File: config.mk
export PLATFORM = sky130hd
export DESIGN_NAME = tdm_demux_16_flat
export DESIGN_NICKNAME = d
export VERILOG_FILES = /design/src/rtl/tdm_demux_16_if.sv /design/src/rtl/tdm_demux_16.sv /design/src/flat_wrapper.sv
export SDC_FILE = /design/constraint.sdc
export NUM_CORES = 1
export LEC_CHECK = 0
export ABC_CLOCK_PERIOD_IN_PS = 3230
export BUFFER_PORTS_ARGS = -buffer_cell sky130_fd_sc_hd__buf_2
export CORE_MARGIN = 3
export CORE_UTILIZATION = 25
export DETAILED_ROUTE_END_ITERATION = 10
export MAX_ROUTING_LAYER = met4
export PLACE_DENSITY_LB_ADDON = 0.2
export SKIP_CTS_REPAIR_TIMING = 1
export SLEW_MARGIN = 20
export SYNTH_ARGS = -nofsm -noshare
export SYNTH_HDL_FRONTEND = slang
export SYNTH_SLANG_ARGS = --single-unit
File: constraint.sdc
create_clock -name clk -period 3.23 [get_ports clk]
set_input_delay 0.969 -clock clk [delete_from_list [all_inputs] [get_ports clk]]
set_output_delay 0.969 -clock clk [all_outputs]
set_load 0.05 [all_outputs]
File: src/rtl/tdm_demux_16_if.sv
// Bus bundle for the TDM demultiplexer: serial sample input and the parallel output bank.
interface tdm_demux_16_if #(
   parameter int W = 8
);
   logic            in_valid;
   logic            in_sof;
   logic [W-1:0]    in_data;
   logic [16*W-1:0] out_data;
   logic            out_valid;
   logic            frame_err;
   logic            locked;

   modport master (
      output in_valid, in_sof, in_data,
      input  out_data, out_valid, frame_err, locked
   );

   modport slave (
      input  in_valid, in_sof, in_data,
      output out_data, out_valid, frame_err, locked
   );
endinterface

File: src/rtl/tdm_demux_16.sv
// 16-channel TDM demultiplexer: fills a shadow bank from a serial stream and
// publishes each complete frame atomically with a one-cycle out_valid strobe.
module tdm_demux_16 #(
   parameter int W = 8
) (
   input  logic           clk,
   input  logic           rst,
   tdm_demux_16_if.slave  bus
);
   typedef enum logic {IDLE, RUN} state_t;

   state_t          state_q, state_d;
   logic [3:0]      cnt_q, cnt_d;
   logic [W-1:0]    shadow_q [15];
   logic [16*W-1:0] out_data_q;
   logic            out_valid_q, frame_err_q;
   logic            wr_en, complete, err;
   logic [3:0]      wr_idx;
   logic [16*W-1:0] frame_cat;

   always_comb begin
      state_d  = state_q;
      cnt_d    = cnt_q;
      wr_en    = 1'b0;
      wr_idx   = cnt_q;
      complete = 1'b0;
      err      = 1'b0;
      unique case (state_q)
         IDLE: begin
            if (bus.in_valid && bus.in_sof) begin
               wr_en   = 1'b1;
               wr_idx  = '0;
               cnt_d   = 4'd1;
               state_d = RUN;
            end
         end
         RUN: begin
            if (bus.in_valid) begin
               if (bus.in_sof) begin
                  err    = 1'b1;
                  wr_en  = 1'b1;
                  wr_idx = '0;
                  cnt_d  = 4'd1;
               end else if (cnt_q == 4'd15) begin
                  complete = 1'b1;
                  cnt_d    = '0;
                  state_d  = IDLE;
               end else begin
                  wr_en = 1'b1;
                  cnt_d = cnt_q + 4'd1;
               end
            end
         end
         default: state_d = IDLE;
      endcase
   end

   // Channel 15 is never stored: the final beat is bypassed straight into the bank.
   always_comb begin
      frame_cat = '0;
      for (int unsigned k = 0; k < 15; k++)
         frame_cat[k*W +: W] = shadow_q[k];
      frame_cat[15*W +: W] = bus.in_data;
   end

   always_ff @(posedge clk) begin
      if (rst) begin
         state_q     <= IDLE;
         cnt_q       <= '0;
         out_data_q  <= '0;
         out_valid_q <= 1'b0;
         frame_err_q <= 1'b0;
         for (int unsigned k = 0; k < 15; k++)
            shadow_q[k] <= '0;
      end else begin
         state_q     <= state_d;
         cnt_q       <= cnt_d;
         out_valid_q <= complete;
         frame_err_q <= err;
         if (wr_en)
            shadow_q[wr_idx] <= bus.in_data;
         if (complete)
            out_data_q <= frame_cat;
      end
   end

   assign bus.out_data  = out_data_q;
   assign bus.out_valid = out_valid_q;
   assign bus.frame_err = frame_err_q;
   assign bus.locked    = (state_q == RUN);
endmodule

File: src/flat_wrapper.sv
// flat-port wrapper written by rule: the top's interface ports become plain ports
module tdm_demux_16_flat 
#(
   parameter int W = 8
)
  (clk, rst, bus_in_valid, bus_in_sof, bus_in_data, bus_out_data, bus_out_valid, bus_frame_err, bus_locked);
  tdm_demux_16_if #(.W(W)) bus_i ();
  input  logic clk;
  input  logic rst;
  input wire logic [$bits(bus_i.in_valid)-1:0] bus_in_valid;
  input wire logic [$bits(bus_i.in_sof)-1:0] bus_in_sof;
  input wire logic [$bits(bus_i.in_data)-1:0] bus_in_data;
  output wire logic [$bits(bus_i.out_data)-1:0] bus_out_data;
  output wire logic [$bits(bus_i.out_valid)-1:0] bus_out_valid;
  output wire logic [$bits(bus_i.frame_err)-1:0] bus_frame_err;
  output wire logic [$bits(bus_i.locked)-1:0] bus_locked;
  assign bus_i.in_valid = bus_in_valid;
  assign bus_i.in_sof = bus_in_sof;
  assign bus_i.in_data = bus_in_data;
  assign bus_out_data = bus_i.out_data;
  assign bus_out_valid = bus_i.out_valid;
  assign bus_frame_err = bus_i.frame_err;
  assign bus_locked = bus_i.locked;
  tdm_demux_16 #(.W(W)) u_core (.clk(clk), .rst(rst), .bus(bus_i));
endmodule
Yosys cells after proc, flatten, opt, wreduce, memory -nomap -nowiden
Memories as Yosys holds them, arrays and structs flattened. A register that Yosys moved wholly into a read port is not among the register bits.
Cells that the tools add are included.
{ "totals": {"in_bits": 12, "n_memories": 1, "ramBits": 120, "reg_bits": 135} }
{ "classes": {"n_bitwise": 2, "add_sub_neg": 1, "mux": 29, "n_reduce_logical": 4, "n_eq_ne": 3} }
{ "memory_table": {"columns": ["name", "words", "word_bits", "read_ports", "rd_clocked_by_memory_dff", "wr", "line", "source"], "rows": [
  ["u_core.shadow_q", 15, 8, 15, 15, 15, "tdm_demux_16.sv:14", "logic [W-1:0] shadow_q [15];"]
]} }
{ "ops": {"columns": ["operator", "count"], "rows": [
  ["4-bit two-way mux", 8],
  ["1-bit two-way mux", 16],
  ["4-bit case mux with 2 select lines", 2],
  ["8-bit two-way mux", 1],
  ["8-bit OR reduction", 1],
  ["4-bit by 1-bit adder with 4-bit output, second input constant", 1],
  ["4-bit equality test, second input constant", 1],
  ["1-bit case mux with 2 select lines", 2],
  ["3-bit OR reduction", 1],
  ["2-bit by 1-bit != test with 1-bit output, second input constant", 1],
  ["2-bit != test, second input constant", 1],
  ["1-bit inverter", 2],
  ["2-bit AND reduction", 1],
  ["1-bit logical AND", 1]
]} }

Longest topological paths before layout
Gate-level depths: netlist of the first run.
{ "depth": {"depth_word": 10, "ltp_mapped": 7, "mapped_depth_nobuf": 4} }

Worst setup path after synthesis of the first run
No wires, ideal clock.
{ "synth_path": {"path_type": "input to register", "from": "input port bus_in_valid", "to": "memory u_core.shadow_q[9][0], enable pin", "path_stages": 6, "t_required_ps": 2846, "arrival_time_ps": 2389, "path_buffers": 3, "setup_time_ps": 384, "slack_ps": 457, "path_cell_list": "buf_4 > and3b_1 > buf_4 > nand4b_4 > buf_2 > o21ai_0"} }
{ "synth_rtl": {"columns": ["item", "line", "source"], "rows": [
  ["start: declaration", "flat_wrapper.sv:10", "input wire logic [$bits(bus_i.in_valid)-1:0] bus_in_valid;"],
  ["end: declaration", "tdm_demux_16.sv:14", null]
]} }

==> results by group, run 1 <==
Finish
  – Fraction of layout cells with a size suffix above 1: 0.220
  – Post-layout util: 0.307
  – Area grow syn2layout: 20.0%
  – Nets@finish: 1060
  – Cell area after layout: 0.0120 sq mm

Routing
  – Drt first-iter violations: 449
  – Post-detailed-route DRC marker count: 0
  – Vias per cell: 4.72
  – Routed len/inst: 19.0 microns
  – Final ANT Viol Nets: 0
  – Via count: 7508
  – Final wirelength: 30100 microns
  – Pre-antenna DRT Iters: 5

Synth
  – Gate Count Post-Synth: 947
  – Post-synth cell types: 43
  – Post-synthesis register bit count: 255
  – Yosys warning total: 0
  – Syn avg cell area: 10.6 sq um
  – Share of the yosys chip area belonging to registers: 0.629
  – Synth area leaders: edfxtp_1 36%, dfxtp_1 27%, nand3_1 7.1%
  – Syn Nets: 960
  – Synth top area share: 0.359
  – Largest area contributor in the synthesized netlist: edfxtp_1
  – Netlist Area Pre-Place: 0.0100 sq mm

CTS
  – Clock tree buffer depth: 3
  – CTS tree: yes
  – Clock transition at path regs: 0.06 ns
  – Clock root buffer: clkbuf_16
  – Clock sink total: 255
  – CTS buffer count: 29
  – H-tree depth: 1
  – Clk Latency, worst-skew pair: 0.55 ns

Floorplan
  – Die width: 206 microns
  – # rows: 72
  – Starting Density: 0.256
  – I/O Pins: 143
  – Chip height: 206 microns
  – Core area: 0.0392 sq mm
  – Die ar.: 0.0426 sq mm

STA
  – Slew headroom: 0.478
  – Hold WS: 0.467 ns
  – Crit path time final: 2.53 ns
  – Least-Margin Pin Slew: 0.783 ns
  – Setup TNS: 0 ns
  – Unrepaired setup endpoints after global routing: no
  – Achievable Freq: 395 MHz
  – Fin. max-slew vios: 0
  – Slack of the critical path: 0.697 ns
  – Worst Clk Skew: 0.0103 ns
  – Fin crit share: 0.784
  – # setup viols final: 0
  – Final hold violation count: 0

Min path
  – Hold depth: 2
  – Hold WC Path Type: flop to flop
  – Min-Delay Startpoint: bus_out_data[41]$_SDFFE_PP0P_

Critical path
  – WS Path Type: flop to flop
  – Crit path cell chain: ha_1 > nand3_2 > a21oi_1 > nor3_1
  – FF-to-FF path depth: 4
  – Crit start category: flop
  – Arrival @ worst endpoint: 2.79 ns
  – Critical path required time: 3.49 ns
  – Worst path max stage delay: 0.73 ns
  – Critical R2R Launch: u_core.cnt_q[1]$_SDFFE_PP0P_
  – Worst Path Max Fanout: 12
  – Slowest cell on the critical path: a21oi_1
  – Crit. Startpoint: u_core.cnt_q[1]$_SDFFE_PP0P_
  – Critical Path End Type: flop

Power and ir drop
  – Pwr dens: 558 mW/mm^2
  – Leakage: 4.45 nW
  – Max IR drop VDD: 0.387 mV

GRT
  – Initial antenna violation count: 2
  – Global-route wire length before repair: 46100 microns
  – Gr ovfl total: 0
  – Largest net degree at the start of global routing: 142
  – Vias in the first global route: 7303
  – Tot GR Track Use: 0.144

Flow run
  – Max-capacitance violation count: 0

Place
  – Worst slack, placed: 0.367 ns
  – # port buffers: 142
  – DPL Wire Length: 19000 microns
  – Placed instance area: 0.0111 sq mm
  – RD Place Congestion: 0.777

Run status
  – Outcome: finished clean
[per-layer routing]
| layer | track usage | wire length (microns) | up-vias |
|---|---|---|---|
| met4 | 0.0344 | 692 | 0 |
| met1 | 0.199 | 14200 | 3619 |
| met3 | 0.0252 | 1380 | 51 |
| li1 | - | - | 3675 |
| met2 | 0.219 | 13900 | 163 |
| met5 | - | 0 | - |
[registers in the layout (all words and copies together), names as in the netlist]
register,count
bus_out_data,120
u_core.bus.frame_err,1
u_core.bus.locked,1
u_core.bus.out_data,8
u_core.bus.out_valid,1
u_core.cnt_q,4
u_core.shadow_q,120
[cells in the final DEF, fill, tap and decap left out, drive strengths merged, types with 2 or more instances in the layout]
cell type	n
a21oi	134
nand3b	2
clkbuf	45
nand4	2
clkinvlp	2
and4b	3
nand2	15
diode	2
a21o	2
and3	39
nor3b	2
nor3	47
buf	169
nand4b	5
dfxtp	135
nor2	33
o21ai	142
nor4	5
edfxtp	120
nand2b	2
inv	3
nand3	145
clkinv	5
[path summary, 6_finish.rpt]
| check | slack (ns) | end |
|---|---|---|
| worst max-delay path | 0.70 | u_core.shadow_q[12][0]$_SDFFCE_PN0P_ |
| worst min-delay path | 0.47 | bus_out_data[41]$_SDFFE_PP0P_ |
| worst max register to register | 0.70 | u_core.shadow_q[12][0]$_SDFFCE_PN0P_ |
| worst min register to register | 0.47 | bus_out_data[41]$_SDFFE_PP0P_ |
[power by group]
part / switching, mW / internal [mW] / total, mW
registers: 0.0265 / 3.43 / 3.46
logic: 0.152 / 0.0421 / 0.194
clock network: 1.28 / 1.78 / 3.06
total: 1.46 / 5.26 / 6.72
[cell type report]
cell class / instances / area [sq um]
fillers: 4097 / 27200
diodes: 2 / 5.00
repair buffers: 169 / 991
clock buffers: 45 / 840
multi-input cells: 590 / 3190
clock inverters: 8 / 50.0
well taps: 518 / 648
flip-flops and latches: 255 / 6310
inverters: 2 / 7.51
[critical path, delay by kind of cell (launching register included)]
kind,cells,cell delay [ns]
AND/OR/NAND/NOR,2,0.42
flip-flops,1,0.69
adder cells (fa/ha/maj),1,0.40
AO/OA/AOI/OAI,1,0.73
[synth_stat cells]
| cell type | n |
|---|---|
| a211oi_1 | 1 |
| a21o_1 | 2 |
| a21oi_1 | 134 |
| a31o_2 | 1 |
| a31oi_1 | 1 |
| and2_1 | 1 |
| and3_1 | 39 |
| and3b_1 | 1 |
| and4b_1 | 1 |
| and4b_4 | 2 |
| buf_2 | 25 |
| buf_4 | 16 |
| buf_6 | 9 |
| clkbuf_1 | 48 |
| clkbuf_2 | 2 |
| dfxtp_1 | 135 |
| edfxtp_1 | 120 |
| ha_1 | 1 |
| inv_1 | 2 |
| nand2_1 | 14 |
| nand2_4 | 1 |
| nand2b_1 | 2 |
| nand3_1 | 143 |
| nand3_2 | 2 |
| nand3b_1 | 2 |
| nand4_2 | 1 |
| nand4_4 | 1 |
| nand4b_1 | 3 |
| nand4b_4 | 2 |
| nor2_1 | 33 |
| nor3_1 | 38 |
| nor3_2 | 9 |
| nor3b_1 | 1 |
| nor3b_4 | 1 |
| nor4_1 | 5 |
| o2111ai_1 | 1 |
| o21a_2 | 1 |
| o21ai_0 | 140 |
| o21ai_1 | 2 |
| o21bai_2 | 1 |
| o22ai_1 | 1 |
| o2bb2ai_2 | 1 |
| or4_1 | 1 |
[logic make-up (layout without fill, tap and decap cells)]
family,Yosys count,after routing,share of synthesized area
AOI/OAI and AO/OA,286,286,0.146
buffers and inverters,102,224,0.0543
and+or+nand+nor,303,303,0.169
DFF,255,255,0.629
other,0,2,0
adders and majority gates,1,1,0.00125
[stage by stage]
stage / instances / total power [mW]
after floorplan: 947 / 3.63
after global placement: 1534 / 3.73
after detailed placement: 1534 / 3.72
after CTS: 1587 / 6.83
after global routing: 1589 / 6.97
final: 1589 / 6.72
Power figures use the tool's default switching activity.
==> inputs of run 2 (changes only) <==
Settings changed: ABC_AREA from default to 1, ABC_CLOCK_PERIOD_IN_PS 3230 to 2400.
Clock period 3.23 ns to 2.4 ns, I/O delays scaled along.
==> run 2 against run 1 <==
  * Area after synthesis is 8.3% lower
  * Setup slack worse by 0.27 ns
  * Sequential share of layout area is 2.5 points higher
  * Clock skew increased by 0.0033 ns
  * Critical path type is now flop to output port
  * Highest routed layer unchanged
==> results by group, run 2 <==
CTS
  – Clock sink total: 255
  – Clock tree buffer depth: 3
  – Clock root buffer: clkbuf_16
  – CTS tree: yes
  – Clock transition at path regs: 0.06 ns
  – H-tree depth: 1
  – CTS buffer count: 28
  – Clk Latency, worst-skew pair: 0.54 ns

Floorplan
  – Starting Density: 0.256
  – Core area: 0.0359 sq mm
  – Chip height: 198 microns
  – Die width: 198 microns
  – I/O Pins: 143
  – Die ar.: 0.0391 sq mm
  – # rows: 69

STA
  – Achievable Freq: 506 MHz
  – Unrepaired setup endpoints after global routing: no
  – # setup viols final: 0
  – Slew headroom: 0.564
  – Setup TNS: 0 ns
  – Fin crit share: 0.823
  – Crit path time final: 1.98 ns
  – Fin. max-slew vios: 0
  – Slack of the critical path: 0.424 ns
  – Worst Clk Skew: 0.0136 ns
  – Final hold violation count: 0
  – Least-Margin Pin Slew: 0.647 ns

Finish
  – Nets@finish: 1077
  – Final Instance Count excl. Fillers: 1548
  – Commonest non-fill, non-tap cell in the layout: nand2_1
  – Area grow syn2layout: 24.8%
  – Fraction of layout cells with a size suffix above 1: 0.230
  – Commonest cells after routing, fill and taps aside: 283 x nand2_1, 142 x buf_2, 135 x dfxtp_1
  – Cell area after layout: 0.0115 sq mm

Synth
  – Synth area leaders: edfxtp_1 39%, dfxtp_1 29%, nand2_1 12%
  – Share of the yosys chip area belonging to registers: 0.685
  – Post-synth top flop: dfxtp_1
  – Post-synth cell types: 22
  – Syn Nets: 919
  – Ys async rst share: 0
  – Most frequent cell after synthesis: nand2_1
  – Post-synth EDFFs: 120
  – Largest area contributor in the synthesized netlist: edfxtp_1
  – Gate Count Post-Synth: 906
  – Netlist Area Pre-Place: 0.00920 sq mm
  – Synth top area share: 0.392
  – Synth top cells by count: 283 x nand2_1, 135 x dfxtp_1, 133 x nand3_1
  – Post-synthesis register bit count: 255
  – Syn avg cell area: 10.2 sq um
  – Yosys warning total: 0

Critical path
  – Arrival @ worst endpoint: 1.26 ns
  – Crit start category: flop
  – WS Path Type: flop to output port
  – Critical path required time: 1.68 ns
  – Worst Path Max Fanout: 4
  – Crit path cell chain: buf_2
  – Critical Path End Type: output port
  – Worst path max stage delay: 0.41 ns
  – WP buf/inv: 1
  – Worst path top cell family by delay: flip-flops
  – Slowest cell on the critical path: dfxtp_1

Place
  – # port buffers: 142
  – Placed instance area: 0.0106 sq mm
  – DPL Wire Length: 16300 microns
  – Placed Cells: 1495
  – Worst slack, placed: 0.114 ns
  – RD Place Congestion: 0.741

Flow run
  – Max-capacitance violation count: 0

Routing
  – Post-detailed-route DRC marker count: 0
  – Final wirelength: 25600 microns
  – Routed len/inst: 16.5 microns
  – Via count: 6699
  – Drt first-iter violations: 330
  – Vias per cell: 4.33
  – Final ANT Viol Nets: 0
  – Pre-antenna DRT Iters: 4

GRT
  – Global-route wire length before repair: 39900 microns
  – Initial antenna violation count: 1
  – Tot GR Track Use: 0.133
  – Largest net degree at the start of global routing: 79
  – Gr ovfl total: 0
  – Vias in the first global route: 6791

Power and ir drop
  – Max IR drop VDD: 0.434 mV
  – Pwr dens: 782 mW/mm^2
  – Leakage: 5.30 nW

Min path
  – Hold WC Path Type: primary input to flop

Run status
  – Outcome: finished clean
==> run 2: cell count changes after synthesis, moves of 9 or more <==
cell      change
nor2_1       +51
inv_1        +12
o21ai_0     -133
nand4_2       +9
buf_1        +12
nor3_2        -9
nand3_1      -10
a21oi_1     -129
clkbuf_1     -38
nand2_1     +269
and3_1       -39
==> run 2: cells by family after synthesis <==
logic type | share of synthesized area
flops | 0.685
fa+ha+maj | 0.00136
simple gates | 0.266
buf+inv | 0.0397
compound gates | 0.00762
==> run 2: through the flow <==
step / hold slack [ns] / util / power, mW
global placement: 0.420 / 0.295 / 5.02
finish: 0.383 / 0.320 / 8.98
global route: 0.383 / 0.320 / 9.32
floorplan: 0.412 / - / 4.87
CTS: 0.360 / 0.320 / 9.12
detailed placement: 0.420 / 0.295 / 5.02
==> run 2: final cells by class <==
class	instances	area, sq um
fill	3810	24400
sequential	255	6310
multi-input combinational	577	2540
timing repair buffer	187	1120
clock buffer	47	847
tap	461	577
inverter	15	61.3
clock inverter	5	25.0
antenna	1	2.50
==> run 2: worst register-to-register path, delay by kind of cell, from the launching register on <==
family / cells / cell delay (ns)
simple gates: 5 / 0.52
flops: 1 / 0.47
fa+ha+maj: 1 / 0.23
buf+inv: 2 / 0.42
==> run 2: path summary, 6_finish.rpt <==
kind                                         from                                     to  slack [ns]  depth (start not counted)
max                  u_core.bus.locked$_SDFF_PP0_                             bus_locked        0.42                          1
min                                bus_in_data[5]  u_core.bus.out_data[125]$_SDFFE_PP0P_        0.38                          3
max reg2reg          u_core.cnt_q[0]$_SDFFE_PP0P_    u_core.shadow_q[4][1]$_SDFFCE_PN0P_        0.49                          8
min reg2reg  u_core.shadow_q[10][6]$_SDFFCE_PN0P_          bus_out_data[86]$_SDFFE_PP0P_        0.43                          2
==> run 2: routing by layer <==
metal,routed length [microns],share of wire,vias up,global-route usage
met3,1140,0.044,42,0.0247
met5,0,0,-,-
li1,-,-,3343,-
met1,12100,0.47,3158,0.178
met4,599,0.023,0,0.0343
met2,11800,0.46,156,0.211
==> run 2: where the power goes <==
| part | leakage, nW | internal (mW) | total, mW | switching, mW |
|---|---|---|---|---|
| clock network | 0.432 | 2.38 | 4.06 | 1.68 |
| logic | 2.54 | 0.0582 | 0.265 | 0.207 |
| registers | 2.33 | 4.62 | 4.66 | 0.0315 |
| total | 5.30 | 7.07 | 8.98 | 1.91 |
==> inputs of run 3 (changes only) <==
Settings changed: ABC_CLOCK_PERIOD_IN_PS 2400 to 1900.
Clock period 2.4 ns to 1.9 ns, I/O delays scaled along.
==> run 3 against run 2 <==
  * Setup slack worse by 0.27 ns
  * Die area is the same
  * First-iteration DRC count grew 13%
  * Global-route usage fell by 0.50 points
  * Core utilization up 1.5 points
  * Clock-buffer cell count is 3 higher
  * Sequential power up 26%
  * Cell count grew 2.4%
  * Design area grew 4.7%
  * Combinational power rose by 57%
  * Flip-flop and latch count is the same
  * Sequential share of layout area fell by 2.5 points
==> results by group, run 3 (synthesis gave the netlist of run 2 again) <==
CTS
  – Clock sink total: 255
  – Clock root buffer: clkbuf_16
  – Clock tree buffer depth: 3
  – CTS tree: yes
  – H-tree depth: 1
  – Clk Latency, worst-skew pair: 0.53 ns
  – CTS buffer count: 29
  – Clock transition at path regs: 0.06 ns

Min path
  – Hold WC Path Type: primary input to flop

Critical path
  – Critical R2R Launch: u_core.cnt_q[0]$_SDFFE_PP0P_
  – CP endpoint: bus_out_data[13]
  – Worst path depth: 1
  – WS Path Type: flop to output port
  – Arrival @ worst endpoint: 1.18 ns
  – Critical path required time: 1.33 ns
  – Worst path max stage delay: 0.36 ns
  – FF-to-FF path depth: 8
  – WP buf/inv: 1
  – Critical Path End Type: output port
  – Flop2flop setup slack: 0.16 ns
  – Crit. Startpoint: bus_out_data[13]$_SDFFE_PP0P_
  – Worst Path Max Fanout: 2
  – Slowest cell on the critical path: dfxtp_1
  – Crit path cell chain: buf_2
  – Crit start category: flop
  – Worst path top cell family by delay: flip-flops
  – Critical register-to-register path endpoint: u_core.shadow_q[3][5]$_SDFFCE_PN0P_

Routing
  – Final ANT Viol Nets: 0
  – Pre-antenna DRT Iters: 4
  – Via count: 6777
  – Vias per cell: 4.28
  – Drt first-iter violations: 374
  – Routed len/inst: 15.8 microns
  – Final wirelength: 25000 microns
  – Post-detailed-route DRC marker count: 0

Floorplan
  – # rows: 69
  – Die width: 198 microns
  – I/O Pins: 143
  – Die ar.: 0.0391 sq mm
  – Chip height: 198 microns
  – Starting Density: 0.256
  – Core area: 0.0359 sq mm

Power and ir drop
  – Leakage: 5.58 nW
  – Psw: 2.47 mW
  – Sw frac: 0.209
  – Seq pwr share: 0.496
  – Power Total: 11.9 mW
  – Clk pwr share: 0.469
  – Int Pwr: 9.38 mW
  – Max IR drop VDD: 0.590 mV
  – Pwr dens: 986 mW/mm^2
  – Comb pwr share: 0.035

Finish
  – Commonest non-fill, non-tap cell in the layout: nand2_1
  – Area grow syn2layout: 30.7%
  – Fraction of layout cells with a size suffix above 1: 0.261
  – Post-layout util: 0.335
  – Commonest cells after routing, fill and taps aside: 282 x nand2_1, 142 x buf_2, 134 x dfxtp_1
  – Final Instance Count excl. Fillers: 1585
  – Nets@finish: 1113

Place
  – DPL Wire Length: 16300 microns
  – # port buffers: 142
  – RD Place Congestion: 0.756
  – Placed Cells: 1530

GRT
  – Tot GR Track Use: 0.128
  – Initial antenna violation count: 2
  – Vias in the first global route: 6681
  – Global-route wire length before repair: 38300 microns
  – Gr ovfl total: 0
  – Largest net degree at the start of global routing: 65

STA
  – Final hold violation count: 0
  – Least-Margin Pin Slew: 0.444 ns
  – Achievable Freq: 572 MHz
  – # setup viols final: 0
  – Crit path time final: 1.75 ns
  – Fin. max-slew vios: 0
  – Slew headroom: 0.701
  – Worst Clk Skew: 0.0100 ns
  – Unrepaired setup endpoints after global routing: no
  – Fin crit share: 0.919
  – Setup TNS: 0 ns

Flow run
  – Max-capacitance violation count: 0

Run status
  – Outcome: finished clean
## run 3: changes by cell type in the layout (fill, tap and decap cells not counted), sizes merged
cell and change:
clkinv -2, diode +1, buf +35, clkbuf +3
## run 3: worst min path at each step
stage,start,cells past startpoint,end
after floorplan,u_core.shadow_q[0][0]$_SDFFCE_PN0P_,2,bus_out_data[0]$_SDFFE_PP0P_
after global placement,u_core.shadow_q[5][4]$_SDFFCE_PN0P_,2,bus_out_data[44]$_SDFFE_PP0P_
after detailed placement,u_core.shadow_q[0][5]$_SDFFCE_PN0P_,2,bus_out_data[5]$_SDFFE_PP0P_
after CTS,bus_in_data[7],3,u_core.bus.out_data[127]$_SDFFE_PP0P_
after global routing,bus_in_data[5],3,u_core.bus.out_data[125]$_SDFFE_PP0P_
final,bus_in_data[7],3,u_core.bus.out_data[127]$_SDFFE_PP0P_
## run 3: layer usage
metal	wire, microns	up-vias	global-route usage
li1	-	3415	-
met3	1420	30	0.0254
met4	364	0	0.0246
met1	12000	3187	0.176
met5	0	-	-
met2	11300	145	0.200
## run 3: layout make-up
| class | count | area, sq um |
|---|---|---|
| inverters | 15 | 61.3 |
| multi-input cells | 577 | 2550 |
| flip-flops and latches | 255 | 6310 |
| clock inverters | 3 | 15.0 |
| repair buffers | 222 | 1550 |
| fillers | 3769 | 23900 |
| clock buffers | 50 | 957 |
| well taps | 461 | 577 |
| diodes | 2 | 5.00 |
## run 3: stage by stage
stage | hold slack (ns) | cell area [sq um] | setup WS [ns]
floorplan | 0.412 | 9210 | -0.0922
global placement | 0.424 | 11000 | -0.0397
detailed placement | 0.417 | 11000 | -0.0133
CTS | 0.219 | 12000 | 0.102
global route | 0.227 | 12000 | 0.00332
finish | 0.245 | 12000 | 0.153
## run 3: worst register-to-register path, delay by kind of cell (launching register included)
kind	cells	cell delay [ns]
adders and majority gates	1	0.23
DFF	1	0.32
AOI/OAI and AO/OA	1	0.12
buffers and inverters	2	0.35
and+or+nand+nor	4	0.42
## run 3: power by group through the flow
stage               clock [mW]  sequential [mW]  combinational [mW]
floorplan                    0             5.99               0.171
global placement             0             6.00               0.425
detailed placement           0             6.00               0.429
CTS                       5.72             5.88               0.429
global route              5.96             5.88               0.454
finish                    5.56             5.88               0.417
